--- src/rtl/pdh_frame_capture.sv ---
// Captures one frame of FRAME_LEN decimated sample words and streams it out over
// AXI-Stream through a small FIFO; sticky finished/overflow flags report the outcome.
module pdh_frame_capture #(
    parameter int DATA_WIDTH = 64,
    parameter int FRAME_LEN  = 1024,
    parameter int FIFO_DEPTH = 16
) (
    input  logic                  clk,
    input  logic                  rst,
    input  logic                  enable_i,
    input  logic [DATA_WIDTH-1:0] data_i,
    input  logic [25:0]           decimation_code_i,
    output logic [DATA_WIDTH-1:0] m_axis_tdata,
    output logic                  m_axis_tvalid,
    input  logic                  m_axis_tready,
    output logic                  m_axis_tlast,
    output logic                  engaged_o,
    output logic                  finished_o,
    output logic                  overflow_o
);

    localparam int AW = $clog2(FIFO_DEPTH);
    localparam int CW = $clog2(FRAME_LEN + 1);
    localparam logic [CW-1:0] FRAME_LEN_C = CW'(FRAME_LEN);

    typedef enum logic [1:0] {IDLE, CAPTURE, DRAIN, DONE} state_t;

    state_t          state_q, state_d;
    logic            en_prev_q, en_prev_d;
    logic [25:0]     dec_q, dec_d;
    logic [25:0]     dec_cnt_q, dec_cnt_d;
    logic [CW-1:0]   smp_cnt_q, smp_cnt_d;
    logic            engaged_q, engaged_d;
    logic            finished_q, finished_d;
    logic            overflow_q, overflow_d;
    logic [AW:0]     wr_ptr_q, wr_ptr_d;
    logic [AW:0]     rd_ptr_q, rd_ptr_d;

    logic [DATA_WIDTH-1:0] mem_q  [FIFO_DEPTH];
    logic                  last_q [FIFO_DEPTH];

    logic fifo_empty, fifo_full, pop, push, sample, push_last, rise;

    always_comb begin
        fifo_empty = (wr_ptr_q == rd_ptr_q);
        fifo_full  = (wr_ptr_q[AW] != rd_ptr_q[AW]) &&
                     (wr_ptr_q[AW-1:0] == rd_ptr_q[AW-1:0]);
        // tvalid comes from registered pointers only, never from tready
        m_axis_tvalid = !fifo_empty;
        m_axis_tdata  = fifo_empty ? '0 : mem_q[rd_ptr_q[AW-1:0]];
        m_axis_tlast  = !fifo_empty && last_q[rd_ptr_q[AW-1:0]];
        pop       = m_axis_tvalid && m_axis_tready;
        rise      = enable_i && !en_prev_q;
        sample    = (state_q == CAPTURE) && (dec_cnt_q == 26'd0);
        // a full FIFO still accepts a word when the head leaves on the same edge
        push      = sample && (!fifo_full || pop);
        push_last = ((smp_cnt_q + CW'(1)) == FRAME_LEN_C);
    end

    always_comb begin
        state_d    = state_q;
        en_prev_d  = enable_i;
        dec_d      = dec_q;
        dec_cnt_d  = dec_cnt_q;
        smp_cnt_d  = smp_cnt_q;
        finished_d = finished_q;
        overflow_d = overflow_q;
        wr_ptr_d   = wr_ptr_q + (AW+1)'(push);
        rd_ptr_d   = rd_ptr_q + (AW+1)'(pop);
        case (state_q)
            IDLE: begin
                if (rise) begin
                    state_d    = CAPTURE;
                    dec_d      = (decimation_code_i == 26'd0) ? 26'd1 : decimation_code_i;
                    dec_cnt_d  = '0;
                    smp_cnt_d  = '0;
                    finished_d = 1'b0;
                    overflow_d = 1'b0;
                end
            end
            CAPTURE: begin
                dec_cnt_d = (dec_cnt_q == dec_q - 26'd1) ? 26'd0 : dec_cnt_q + 26'd1;
                if (sample && !push) overflow_d = 1'b1;
                if (push) begin
                    smp_cnt_d = smp_cnt_q + CW'(1);
                    if (push_last) state_d = DRAIN;
                end
            end
            DRAIN: begin
                if (pop && m_axis_tlast) begin
                    state_d    = DONE;
                    finished_d = 1'b1;
                end
            end
            DONE: begin
                if (!enable_i) state_d = IDLE;
            end
            default: state_d = IDLE;
        endcase
        engaged_d = (state_d == CAPTURE) || (state_d == DRAIN);
    end

    // en_prev resets high so an enable already asserted at release is not an edge
    always_ff @(posedge clk or posedge rst) begin
        if (rst) begin
            state_q    <= IDLE;
            en_prev_q  <= 1'b1;
            dec_q      <= 26'd1;
            dec_cnt_q  <= '0;
            smp_cnt_q  <= '0;
            engaged_q  <= 1'b0;
            finished_q <= 1'b0;
            overflow_q <= 1'b0;
            wr_ptr_q   <= '0;
            rd_ptr_q   <= '0;
        end else begin
            state_q    <= state_d;
            en_prev_q  <= en_prev_d;
            dec_q      <= dec_d;
            dec_cnt_q  <= dec_cnt_d;
            smp_cnt_q  <= smp_cnt_d;
            engaged_q  <= engaged_d;
            finished_q <= finished_d;
            overflow_q <= overflow_d;
            wr_ptr_q   <= wr_ptr_d;
            rd_ptr_q   <= rd_ptr_d;
        end
    end

    always_ff @(posedge clk) begin
        if (push) begin
            mem_q[wr_ptr_q[AW-1:0]]  <= data_i;
            last_q[wr_ptr_q[AW-1:0]] <= push_last;
        end
    end

    assign engaged_o  = engaged_q;
    assign finished_o = finished_q;
    assign overflow_o = overflow_q;

endmodule

--- config.mk ---
export PLATFORM = sky130hd
export DESIGN_NAME = pdh_frame_capture
export DESIGN_NICKNAME = d
export VERILOG_FILES = /design/src/rtl/pdh_frame_capture.sv
export SDC_FILE = /design/constraint.sdc
export NUM_CORES = 1
export LEC_CHECK = 0
export BUFFER_PORTS_ARGS = -buffer_cell sky130_fd_sc_hd__buf_2
export CAP_MARGIN = 20
export CORE_ASPECT_RATIO = 0.8
export CORE_MARGIN = 2
export CORE_UTILIZATION = 50
export CTS_BUF_LIST = sky130_fd_sc_hd__clkbuf_8
export DETAILED_ROUTE_END_ITERATION = 8
export GPL_TIMING_DRIVEN = 0
export PLACE_DENSITY_LB_ADDON = 0.12
export SLEW_MARGIN = 0
export SYNTH_ARGS = -nofsm -noshare
export SYNTH_HDL_FRONTEND = slang
export SYNTH_SLANG_ARGS = --single-unit
--- constraint.sdc ---
create_clock -name clk -period 7.35 [get_ports clk]
set_input_delay 0 -clock clk [delete_from_list [all_inputs] [get_ports clk]]
set_output_delay 0 -clock clk [all_outputs]
set_load 0.005 [all_outputs]
==> flow_metrics.env, run 1 <==
export IMPL_synth_top_area_share_pct=70.5
export IMPL_synth_compound_area_share_pct=1.06
export IMPL_design_area_mm2=0.0527
export IMPL_clk_path_buf_depth=3
export IMPL_place_congestion=0.864
export IMPL_final_cells=3977
export IMPL_ctsResizeCount=0
export IMPL_cp_arrival_ns=5.69
export IMPL_finalHoldViolations=0
export IMPL_rows=97
export IMPL_clock_latency_ns=0.84
export IMPL_final_max_slew_violation_count=0
export IMPL_synthSimpleGateAreaFrac_pct=4.73
export IMPL_critPathLaunchType="flop"
export IMPL_viasPerCell=5.87
export IMPL_grt_use_total_pct=24.9
export IMPL_r2r_setup_slack_ns=2.19
export IMPL_grt_max_degree=42
export IMPL_yosysSeqAreaShare_pct=75.0
export IMPL_cts_buffers=172
export IMPL_cap_violations=0
export IMPL_overflow=0
export IMPL_ff2ff_path_depth=13
export IMPL_nNetsFinal=2765
export IMPL_hp_start="data_i[28]"
export IMPL_dpl_cell_area_mm2=0.0483
export IMPL_seqCellArea_mm2=0.0332
export IMPL_grt_pass1_wl_mm=161
export IMPL_cts_setup_buffers=0
export IMPL_synth_top_family_by_area="multiplexers"
export IMPL_avgSynthCellArea_um2=21.2
export IMPL_synthXorXnorAreaFrac_pct=1.25
export IMPL_antenna_found_initial=6
export IMPL_yosys_top_cells_area="edfxtp_1 (70%), mux4_2 (17%), dfrtp_1 (4.3%), nor2b_1 (0.96%), nand2_1 (0.93%)"
export IMPL_dieArea_mm2=0.0910
export IMPL_syn_to_final_growth_pct=19.0
export IMPL_fmaxAchievable_mhz=194
export IMPL_critPathKind="reg -> reg"
export IMPL_drt_pass1_iterations=5
export IMPL_muxShareOfSynthArea_pct=16.6
export IMPL_ant_nets=0
export IMPL_clockRootBuffer="clkbuf_8"
export IMPL_min_path_cells=2
export IMPL_max_slew_margin_pct=25.0
export IMPL_synthTopCellsByCount="edfxtp_1 (1,040), mux4_2 (325), nand2_1 (110)"
export IMPL_ys_warn_count=0
export IMPL_min_to="mem_q[5][28]"
export IMPL_cts_tree="built"
export IMPL_synth_area_mm2=0.0443
export IMPL_tightest_slew_ns=1.13
export IMPL_die_h_um=270
export IMPL_core_area_mm2=0.0876
export IMPL_dieWidth_um=337
export IMPL_clock_sinks=1119
export IMPL_timing_rr_end="mem_q[4][43]"
export IMPL_hp_class="in -> reg"
export IMPL_path_max_fanout=10
export IMPL_reg2reg_from="state_q[0]"
export IMPL_synth_cells=2094
export IMPL_status="complete, no violations"
export IMPL_drive_gt1_share_pct=30.9
export IMPL_vdd_drop_max_v=0.000173
export IMPL_num_vias=23400
export IMPL_synth_seq_cells=1119
export IMPL_wl_mm=111
export IMPL_place_inst=3539
export IMPL_cellLeakagePower_nw=17.7
export IMPL_synthFlopType="edfxtp_1"
export IMPL_drc=0
export IMPL_synthAdderAreaFrac_pct=0.226
export IMPL_start_util_pct=50.6
export IMPL_finalSetupViolCount=0
export IMPL_htreeDepth=4
export IMPL_num_io_pins=163
export IMPL_synthesis_nets=2196
export IMPL_grt_pass1_vias=24100
export IMPL_synth_cell_types=58
export IMPL_worstPathRequired_ns=7.88
export IMPL_drtIter0Drc=2247
export IMPL_wl_per_cell_um=27.9
export IMPL_synth_most_common_cell="edfxtp_1"
export IMPL_final_period_utilization_pct=70.2
export IMPL_synth_edf_count=1040
export IMPL_dp_hpwl_mm=69.6
export IMPL_end_kind="flop"
export IMPL_fin_skew_ns=0.0383
export IMPL_synthArstFlopShare_pct=7.06
export IMPL_yosysTopAreaCell="edfxtp_1"
export IMPL_multi_input_area_mm2=0.0107
export IMPL_postCtsHoldBufs=121
export IMPL_fill_cells=6407
export IMPL_rsz0062_at_grt="false"
export IMPL_port_buffers=162
export IMPL_final_min_clock_period_ns=5.16
export IMPL_power_density_mw_per_mm2=329
export IMPL_cts_clk_slew_worst_paths_ns=0.06
[cells by family after synthesis]
kind of cell	Yosys count
flip-flops	1119
adder cells (fa/ha/maj)	8
XOR/XNOR	63
buffers and inverters	130
AO/OA/AOI/OAI	68
multiplexers	329
AND/OR/NAND/NOR	377
[report_power, final]
part	switching, mW	internal [mW]
Clock	2.37	2.25
Combinational	2.75	2.79
Sequential	0.125	7.06
Total	5.25	12.1
[cell usage in the layout, fill, tap and decap left out, types with 20 or more instances in the layout]
cell type,synthesis,routed
nor2_1,40,28
inv_1,16,85
buf_1,30,30
xnor2_1,33,33
nor4_1,20,20
xor2_1,30,30
o21ai_0,32,32
mux4_2,325,325
buf_12,0,31
nor3_2,22,27
buf_8,0,37
buf_6,4,40
dlygate4sd3_1,0,121
clkinv_1,0,30
clkbuf_1,77,77
buf_2,3,165
nand2_1,110,110
nor2b_1,68,68
dfrtp_1,77,77
nand3_1,31,31
edfxtp_1,1040,1040
clkbuf_8,0,175
[layer usage]
metal	wire length (um)	vias up	track usage, %
met2	54400	907	39.9
met4	2000	8	6.24
met1	46200	12500	35.5
met3	8120	160	4.84
li1	-	9831	-
met5	55	-	0
[flip-flops by register name (all words and copies together) (netlist names), 2 cells and up]
signal     cells
state_q        2
mem_q       1024
dec_cnt_q     26
dec_q         26
rd_ptr_q       5
smp_cnt_q     11
last_q        16
wr_ptr_q       5
[area by class of cell]
type                    instances  area share [%]
clock inverters               122            1.13
well taps                    1188            2.82
diodes                          3          0.0142
repair buffers                395            7.21
clock buffers                 175            4.57
inverters                      16           0.119
flip-flops and latches       1119            63.0
multi-input cells             845            20.3
plain buffers                 114           0.876
[critical path, stage by stage, from the launching register on]
cell	delay, ns
dfrtp_1	0.41
inv_1	0.15
nor2_1	0.64
nand3_1	0.22
nor3_1	0.45
nand2_1	0.29
inv_1	0.13
clkbuf_1	0.48
nand3b_1	0.48
nor3_2	0.82
buf_8	0.24
buf_6	0.18
buf_6	0.18
buf_6	0.18
[how the worst max path moves through the flow]
stage | endpoint | depth (start not counted) | slack, ns | from
after floorplan | last_q[2] | 9 | 0.41 | state_q[0]
after global placement | mem_q[2][46] | 9 | -7.21 | state_q[0]
after global routing | mem_q[4][38] | 13 | 1.99 | state_q[0]
final | mem_q[4][43] | 13 | 2.19 | state_q[0]
after CTS | m_axis_tdata[47] | 7 | 2.21 | rd_ptr_q[0]
after detailed placement | mem_q[4][44] | 13 | 2.28 | state_q[0]
[stage by stage]
step                      setup TNS [ns]  hold slack, ns  setup WS (ns)  power (mW)  utilization [%]
after global routing                   0          0.0591           1.99        18.1             60.2
after CTS                              0         0.00461           2.21        17.4             59.9
after detailed placement               0          0.0798           2.28        12.7             55.1
final                                  0          0.0786           2.19        17.4             60.2
after global placement          -3911.49           0.136          -7.21        12.5             53.2
after floorplan                        0         0.00448          0.407        10.7                -
Note: power is estimated with default switching activity, not from simulation.
==> run 2: changes to the inputs <==
clock period = 4.2 ns   (was 7.35 ns; I/O delays follow)
==> run 2 against run 1 <==
Global-route usage down 0.19 points. Final cell count about the same. Clock power up 79%. Count of clock-buffer cells in the layout up 4.
==> flow_metrics.env, run 2 (same netlist as run 1, synthesis figures left out) <==
export IMPL_status="complete, no violations"
export IMPL_clockRootBuffer="clkbuf_8"
export IMPL_cpLargestDelayFamily="buffers and inverters"
export IMPL_power_density_mw_per_mm2=571
export IMPL_place_congestion=0.840
export IMPL_power_mw=30.3
export IMPL_clock_sinks=1119
export IMPL_worst_path_buf_inv=5
export IMPL_fill_cells=6362
export IMPL_dieWidth_um=337
export IMPL_antenna_found_initial=5
export IMPL_dieArea_mm2=0.0910
export IMPL_clock_latency_ns=0.81
export IMPL_cts_tree="built"
export IMPL_drive_gt1_share_pct=32.7
export IMPL_finalSetupViolCount=0
export IMPL_overflow=0
export IMPL_nNetsFinal=2754
export IMPL_ant_nets=0
export IMPL_worstPathCellList="clkbuf_2, clkbuf_2, buf_1, buf_8, mux4_2, mux4_2, nor2b_1, buf_2"
export IMPL_slowest_delay_ns=0.60
export IMPL_fmaxAchievable_mhz=249
export IMPL_place_inst=3526
export IMPL_port_buffers=162
export IMPL_grt_use_total_pct=24.7
export IMPL_cellLeakagePower_nw=17.9
export IMPL_viasPerCell=5.86
export IMPL_critPathKind="reg -> out"
export IMPL_final_period_utilization_pct=95.7
export IMPL_fin_skew_ns=0.0480
export IMPL_rsz0062_at_grt="false"
export IMPL_clk_path_buf_depth=3
export IMPL_wl_per_cell_um=27.8
export IMPL_max_slew_margin_pct=31.3
export IMPL_final_min_clock_period_ns=4.02
export IMPL_cts_buffers=172
export IMPL_worstPathRequired_ns=4.20
export IMPL_final_cell_mix="edfxtp_1 (1,040), mux4_2 (325), clkbuf_8 (179), buf_2 (166), dlygate4sd3_1 (122)"
export IMPL_htreeDepth=4
export IMPL_num_vias=23300
export IMPL_tightest_slew_ns=1.03
export IMPL_rows=97
export IMPL_critPathLaunchType="flop"
export IMPL_grt_max_degree=65
export IMPL_finalHoldViolations=0
export IMPL_cap_violations=0
export IMPL_final_max_slew_violation_count=0
export IMPL_drc=0
export IMPL_num_io_pins=163
export IMPL_die_h_um=270
export IMPL_grt_pass1_wl_mm=160
export IMPL_final_common_cell="edfxtp_1"
export IMPL_syn_to_final_growth_pct=19.9
export IMPL_start_util_pct=50.6
export IMPL_grt_pass1_vias=24000
export IMPL_cts_clk_slew_worst_paths_ns=0.06
export IMPL_path_max_fanout=10
export IMPL_end_kind="primary output"
export IMPL_core_area_mm2=0.0876
export IMPL_drt_pass1_iterations=5
export IMPL_final_cells=3979
export IMPL_cp_arrival_ns=4.02
export IMPL_dp_hpwl_mm=69.3
export IMPL_hp_class="in -> reg"
export IMPL_drtIter0Drc=2496
export IMPL_wl_mm=111
export IMPL_vdd_drop_max_v=0.000329
export IMPL_critPathSlowestCell="buf_1"
export IMPL_largest_reg_flops=1024
run 2: path summary, 6_finish.rpt:
path	start	to	slack, ns	depth (start not counted)
setup / recovery	rd_ptr_q[0]	m_axis_tdata[25]	0.18	8
hold / removal	data_i[9]	mem_q[10][9]	0.1	2
setup reg to reg	state_q[0]	mem_q[9][59]	0.23	9
hold reg to reg	finished_o	finished_o	0.49	2
max in group asynchronous	rst	dec_q[0]	3.27	5
min in group asynchronous	rst	rd_ptr_q[1]	0.27	4
run 2: repair_timing:
action / 4_1_cts / 5_1_grt
hold endpoints to repair: 1150 / 0
cloned: 0 / 0
pin swaps: 8 / 0
resized for setup: 59 / 15
setup endpoints to repair: 678 / 53
hold buffers: 122 / 0
setup buffers: 17 / 0
run 2: power breakdown:
| part | internal, mW | switching, mW | total (mW) |
|---|---|---|---|
| Clock | 4.04 | 4.22 | 8.26 |
| Combinational | 4.76 | 4.72 | 9.48 |
| Sequential | 12.4 | 0.219 | 12.6 |
run 2: per-layer routing:
| layer | wire length (um) | vias up | global-route usage, % |
|---|---|---|---|
| met2 | 54300 | 938 | 39.5 |
| li1 | - | 9824 | - |
| met4 | 1680 | 8 | 6.09 |
| met1 | 46300 | 12400 | 35.0 |
| met3 | 8190 | 158 | 5.21 |
| met5 | 52 | - | 0 |
run 2: final cells by class:
type | instances | area, um2 | share of cell area [%]
clock inverters | 131 | 634 | 1.19
diodes | 3 | 7.51 | 0.0141
multi-input cells | 845 | 10700 | 20.2
flip-flops and latches | 1119 | 33200 | 62.5
inverters | 16 | 66.3 | 0.125
well taps | 1188 | 1490 | 2.80
plain buffers | 113 | 614 | 1.16
repair buffers | 385 | 3920 | 7.38
clock buffers | 179 | 2460 | 4.64
run 2: worst reg2reg max path: cells and delay by family (launching register included):
family | cells | cell delay, ns
buf+inv | 3 | 0.65
flops | 1 | 0.41
simple gates | 6 | 2.57
run 2: through the flow:
step | setup TNS (ns) | worst slack [ns] | hold slack [ns] | instance area, um2 | util, %
2_1_floorplan | -927.51 | -1.00 | 0.00448 | 44300 | -
6_report | 0 | 0.181 | 0.0967 | 53100 | 60.6
4_1_cts | 0 | 0.0362 | 0.0280 | 53100 | 60.6
5_1_grt | 0 | 0.00529 | 0.0824 | 53100 | 60.6
3_5_place_dp | -149.66 | -0.553 | -0.0393 | 48400 | 55.3
3_3_place_gp | -5737.12 | -5.83 | 0.135 | 46600 | 53.2
